File: src/rtl/sim_run_ctrl.sv
// Run controller: watches per-channel halt/commit strobes and error sources, runs a
// watchdog, and freezes saturating perf counters into a single done/status report.
module sim_run_ctrl #(
   parameter int NUM_CH       = 8,
   parameter int NUM_ERR      = 3,
   parameter int TIMEOUT      = 5000000,
   parameter int TO_MODE      = 0,
   parameter int DRAIN_CYCLES = 5,
   parameter int NUM_CNT      = 4,
   parameter int CNT_W        = 32
) (
   input  logic                                          clk,
   input  logic                                          rst,
   input  logic [NUM_CH-1:0]                             halt,
   input  logic [NUM_CH-1:0]                             commit,
   input  logic [NUM_ERR-1:0]                            err,
   input  logic [NUM_CNT-1:0]                            cnt_inc,
   output logic                                          done,
   output logic [1:0]                                    status,
   output logic [((NUM_CH > 1) ? $clog2(NUM_CH) : 1)-1:0] halt_ch,
   output logic [NUM_ERR-1:0]                            err_src,
   output logic [CNT_W-1:0]                              cycles,
   output logic [NUM_CNT*CNT_W-1:0]                      cnt
);

   localparam int HCW  = (NUM_CH > 1) ? $clog2(NUM_CH) : 1;
   localparam int WD_W = $clog2(TIMEOUT + 1);
   localparam int DR_W = (DRAIN_CYCLES > 1) ? $clog2(DRAIN_CYCLES) : 1;

   localparam logic [1:0] ST_RUNNING = 2'd0;
   localparam logic [1:0] ST_HALT    = 2'd1;
   localparam logic [1:0] ST_ERROR   = 2'd2;
   localparam logic [1:0] ST_TIMEOUT = 2'd3;

   typedef enum logic [1:0] {
      S_RUN,
      S_DRAIN,
      S_DONE
   } state_t;

   state_t                   r_state;
   logic                     r_done;
   logic [1:0]               r_status;
   logic [HCW-1:0]           r_halt_ch;
   logic [NUM_ERR-1:0]       r_err_src;
   logic [CNT_W-1:0]         r_cycles;
   logic [NUM_CNT*CNT_W-1:0] r_cnt;
   logic [WD_W-1:0]          r_wdog;
   logic [DR_W-1:0]          r_drain;

   logic [HCW-1:0]           w_halt_idx;
   logic                     w_reload;
   logic [CNT_W-1:0]         w_cycles_nxt;
   logic [NUM_CNT*CNT_W-1:0] w_cnt_nxt;

   // Scanning from the top down leaves the lowest set halt bit as the winner.
   always_comb begin
      w_halt_idx = '0;
      for (int i = NUM_CH - 1; i >= 0; i--) begin
         if (halt[i]) w_halt_idx = HCW'(i);
      end
   end

   assign w_reload = (TO_MODE == 1) && (|commit);

   always_comb begin
      w_cycles_nxt = r_cycles;
      if (r_cycles != {CNT_W{1'b1}}) w_cycles_nxt = r_cycles + CNT_W'(1);
      w_cnt_nxt = r_cnt;
      for (int i = 0; i < NUM_CNT; i++) begin
         if (cnt_inc[i] && (r_cnt[i*CNT_W +: CNT_W] != {CNT_W{1'b1}}))
            w_cnt_nxt[i*CNT_W +: CNT_W] = r_cnt[i*CNT_W +: CNT_W] + CNT_W'(1);
      end
   end

   // Counters only advance on RUN cycles that stay in RUN; the terminating cycle is not counted.
   always_ff @(posedge clk or negedge rst) begin
      if (!rst) begin
         r_state   <= S_RUN;
         r_done    <= 1'b0;
         r_status  <= ST_RUNNING;
         r_halt_ch <= '0;
         r_err_src <= '0;
         r_cycles  <= '0;
         r_cnt     <= '0;
         r_wdog    <= WD_W'(TIMEOUT);
         r_drain   <= '0;
      end else begin
         case (r_state)
            S_RUN: begin
               if (|err) begin
                  r_err_src <= err;
                  r_drain   <= DR_W'(DRAIN_CYCLES - 1);
                  r_state   <= S_DRAIN;
               end else if (|halt) begin
                  r_halt_ch <= w_halt_idx;
                  r_status  <= ST_HALT;
                  r_done    <= 1'b1;
                  r_state   <= S_DONE;
               end else if (w_reload || (r_wdog != '0)) begin
                  r_wdog   <= w_reload ? WD_W'(TIMEOUT) : r_wdog - WD_W'(1);
                  r_cycles <= w_cycles_nxt;
                  r_cnt    <= w_cnt_nxt;
               end else begin
                  r_status <= ST_TIMEOUT;
                  r_done   <= 1'b1;
                  r_state  <= S_DONE;
               end
            end
            S_DRAIN: begin
               if (r_drain == '0) begin
                  r_status <= ST_ERROR;
                  r_done   <= 1'b1;
                  r_state  <= S_DONE;
               end else begin
                  r_drain <= r_drain - DR_W'(1);
               end
            end
            S_DONE: begin
               r_state <= S_DONE;
            end
            default: begin
               r_state <= S_RUN;
            end
         endcase
      end
   end

   assign done    = r_done;
   assign status  = r_status;
   assign halt_ch = r_halt_ch;
   assign err_src = r_err_src;
   assign cycles  = r_cycles;
   assign cnt     = r_cnt;

endmodule

File: config.mk
export PLATFORM = sky130hd
export DESIGN_NAME = sim_run_ctrl
export DESIGN_NICKNAME = d
export VERILOG_FILES = /design/src/rtl/sim_run_ctrl.sv
export SDC_FILE = /design/constraint.sdc
export NUM_CORES = 1
export LEC_CHECK = 0
export BUFFER_PORTS_ARGS = -buffer_cell sky130_fd_sc_hd__buf_2
export CAP_MARGIN = 15
export CORE_MARGIN = 3
export CORE_UTILIZATION = 55
export DETAILED_ROUTE_END_ITERATION = 7
export PLACE_DENSITY = 0.8
export SKIP_CTS_REPAIR_TIMING = 1
export SLEW_MARGIN = 20
export SYNTH_ARGS = -nofsm -noshare
export SYNTH_HDL_FRONTEND = slang
export SYNTH_SLANG_ARGS = --single-unit
File: constraint.sdc
create_clock -name clk -period 4.7 [get_ports clk]
set_clock_uncertainty 0.1 [all_clocks]
set_input_delay 0.705 -clock clk [delete_from_list [all_inputs] [get_ports clk]]
set_output_delay 0.705 -clock clk [all_outputs]
set_load 0.03 [all_outputs]
==> summary.txt <==
Lkg Pwr - 5.582 nW
Crit Path Category - reg -> reg
Met2 wire len - 9913 um
Area growth, synth to finish - 19.01%
First-pass DRT Iterations - 5
DRC - 0
Setup-failing EPs final - 0
CTS Root Cell - clkbuf_16
DR WL/cell - 15.77 um
Fmax - 0.2834 GHz
Most used DFF post-synth - dfrtp_1
Yosys cell types - 62
GRT Total Usage - 22.12%
Setup_tns - 0 ps
Synthesized net count - 905
Clk_lat worst skew - 430 ps
Setup crit end kind - register
Worst vdd ir - 0.2475 mV
Initial core utilization - 56.58%
DPL Wire Length - 14630 um
Fill cells - 1289
Relative slew slack - 39.74%
Global-route wire length before repair - 33650 um
Critical path's largest stage delay - 730 ps
NumNets Final - 1099
Vias - 7381
Cts bufs inserted - 17
Metal3 WL - 1047 um
Final Wtd Congestion - 0.8698
Post-layout minimum cycle time - 3528 ps
Critical Path RT - 4910 ps
Die width - 136.8 um
EDFF count, synth - 0
Register clock-pin slew on the reported worst setup and hold paths - 70 ps
Initial antenna violation count - 0
Gate Count Post-Synth - 869
Asr flop ratio synth - 100.0%
Critical path peak fanout - 15
Power Total - 0.003628 W
Largest net degree at the start of global routing - 116
Syn. warnings - 0
Place WS - 1117 ps
Initial DRC Count - 321
Worst-margin pin slew - 903.9 ps
Vias per cell - 5.695
Sequential share of the synthesized area - 52.46%
Highest metal layer used by the detailed router - met4
Port Buf Inserts - 185
Hold Slack - 278.6 ps
Hold Crit Class - in -> async
DIE HEIGHT - 136.8 um
Slowest-stage cell, CP - a31oi_2
Slew Limit Fails - 0
H-tree depth - 4
Routed WL - 20430 um
Total global routing overflow - 0
CP top delay family - compound AO/OA/AOI/OAI gates
Status - finished clean
TritonCTS clock tree - yes
N_diodes - 0
FF+latch area - 4940 um2
Multi-input gate area in the final layout - 4362 um2
Share of layout cells above drive strength 1 - 23.79%
Row Count - 47
RSZ-0062 raised after global routing - false
CP Launch Type - register
Flop2flop setup slack - 1170 ps
Final hold violation count - 0
Buf+Inv Stages, Crit Path - 1
CTS sink cnt - 197
Die ar. - 18730 um2
Core area - 16640 um2
Final core utilization - 67.34%
Total power per unit cell area - 323.7 nW/um2
# IOs - 194
Antenna Nets Post-Route - 0
Period utilization - 75.07%
Yosys reg bits - 197
Vias in the first global route - 6936
Clock buffer depth - 2
Worst path arrival time - 3740 ps
Mean Syn Cell Area - 10.84 um2
Wl on met1 - 9129 um
CP Cell Sequence - inv_1, ha_1, or4b_1, nor3_4, o21ai_2, a31oi_2, mux2_2
Cell area after synthesis - 9417 um2
Final WS setup - 1172 ps
Max-cap violations - 0
==> worst paths after layout <==
kind	from	depth (start not counted)	end
max	r_state[1]$_DFFE_PN0P_	7	cycles[1]$_DFFE_PN0P_
min	rst	1	cnt[67]$_DFFE_PN0P_
max reg2reg	r_state[1]$_DFFE_PN0P_	7	cycles[1]$_DFFE_PN0P_
min reg2reg	done$_DFFE_PN0P_	1	done$_DFFE_PN0P_
max in group asynchronous	rst	2	cycles[6]$_DFFE_PN0P_
min in group clk	done$_DFFE_PN0P_	1	done$_DFFE_PN0P_
==> flip-flops by register name, summed over array words and instances (netlist names) <==
register  cells
r_wdog       23
cnt         128
err_src       3
r_state       2
halt_ch       3
r_drain       3
status        2
cycles       32
done          1
==> cell usage after synthesis (all sizes together), types with 3 or more instances <==
master	instances	area (um2)
or3	9	56.30
o21ai	8	47.55
clkbuf	10	37.54
nor4b	5	50.04
nand4b	3	26.28
xnor2	125	1095
a31oi	3	25.02
buf	3	17.52
dfrtp	189	4730
nor2	43	161.4
and2	8	50.05
or2	6	37.54
xor2	50	437.9
a211oi	3	27.52
mux2	5	56.30
nor2b	3	18.77
nand4	49	306.5
nand2	88	330.3
a21oi	9	45.04
nor4	22	168.9
o31ai	3	22.52
a22o	4	35.03
or4	7	56.30
nand3	70	350.3
and4b	4	40.04
and4	20	175.2
nor3	30	171.4
ha	11	137.6
dfstp	8	210.2
o211ai	3	27.52
inv	16	60.06
and3	28	175.2
==> layer usage <==
| layer | track usage [%] | vias up |
|---|---|---|
| li1 | - | 3510 |
| met1 | 30.26 | 3647 |
| met2 | 35.41 | 198 |
| met3 | 4.449 | 26 |
| met4 | 7.761 | 0 |
| met5 | 0 | - |
==> cells in the final DEF, fill, tap and decap left out, drive strengths merged, types with 4 or more instances in the layout <==
cell / Yosys / layout
a21oi: 9 / 9
or3: 9 / 9
nor3: 30 / 30
buf: 3 / 187
nand3: 70 / 70
dfstp: 8 / 8
and2: 8 / 8
nand4: 49 / 49
nor4b: 5 / 5
nand2: 88 / 88
nor2: 43 / 43
xor2: 50 / 50
mux2: 5 / 5
ha: 11 / 11
o21ai: 8 / 8
xnor2: 125 / 125
dfrtp: 189 / 189
or4: 7 / 7
a22o: 4 / 4
inv: 16 / 21
and4b: 4 / 4
or2: 6 / 6
and3: 28 / 28
nor4: 22 / 22
clkbuf: 10 / 21
and4: 20 / 20
==> where the power goes <==
| part | internal (W) | switching, W | total [W] |
|---|---|---|---|
| clock | 0.000825 | 0.000655 | 0.00148 |
| combinational | 0.000126 | 0.000239 | 0.000365 |
| sequential | 0.00175 | 0.0000343 | 0.00178 |
| total | 0.00270 | 0.000928 | 0.00363 |
==> cell families (layout without fill, tap and decap cells) <==
logic type	count (synthesis)	count (layout)	share of synthesized area (%)
flops	197	197	52.46
compound gates	51	51	4.398
simple gates	401	401	23.59
fa+ha+maj	11	11	1.462
xor+xnor	175	175	16.28
mux	5	5	0.5979
buf+inv	29	236	1.223
==> cell type report <==
cell class	count	area share (%)
Inverter	16	0.5359
Clock buffer	20	4.075
Tap cell	220	2.456
Multi-Input combinational cell	643	38.92
Sequential cell	197	44.08
Timing Repair Buffer	188	8.652
Clock inverter	12	1.284
==> through the flow <==
stage / cells / instance area [um2]
after floorplan: 869 / 9417
after global placement: 1264 / 10610
after detailed placement: 1264 / 10610
after CTS: 1296 / 11210
after global routing: 1296 / 11210
final: 1296 / 11210
(Power assumes the default switching activity.)
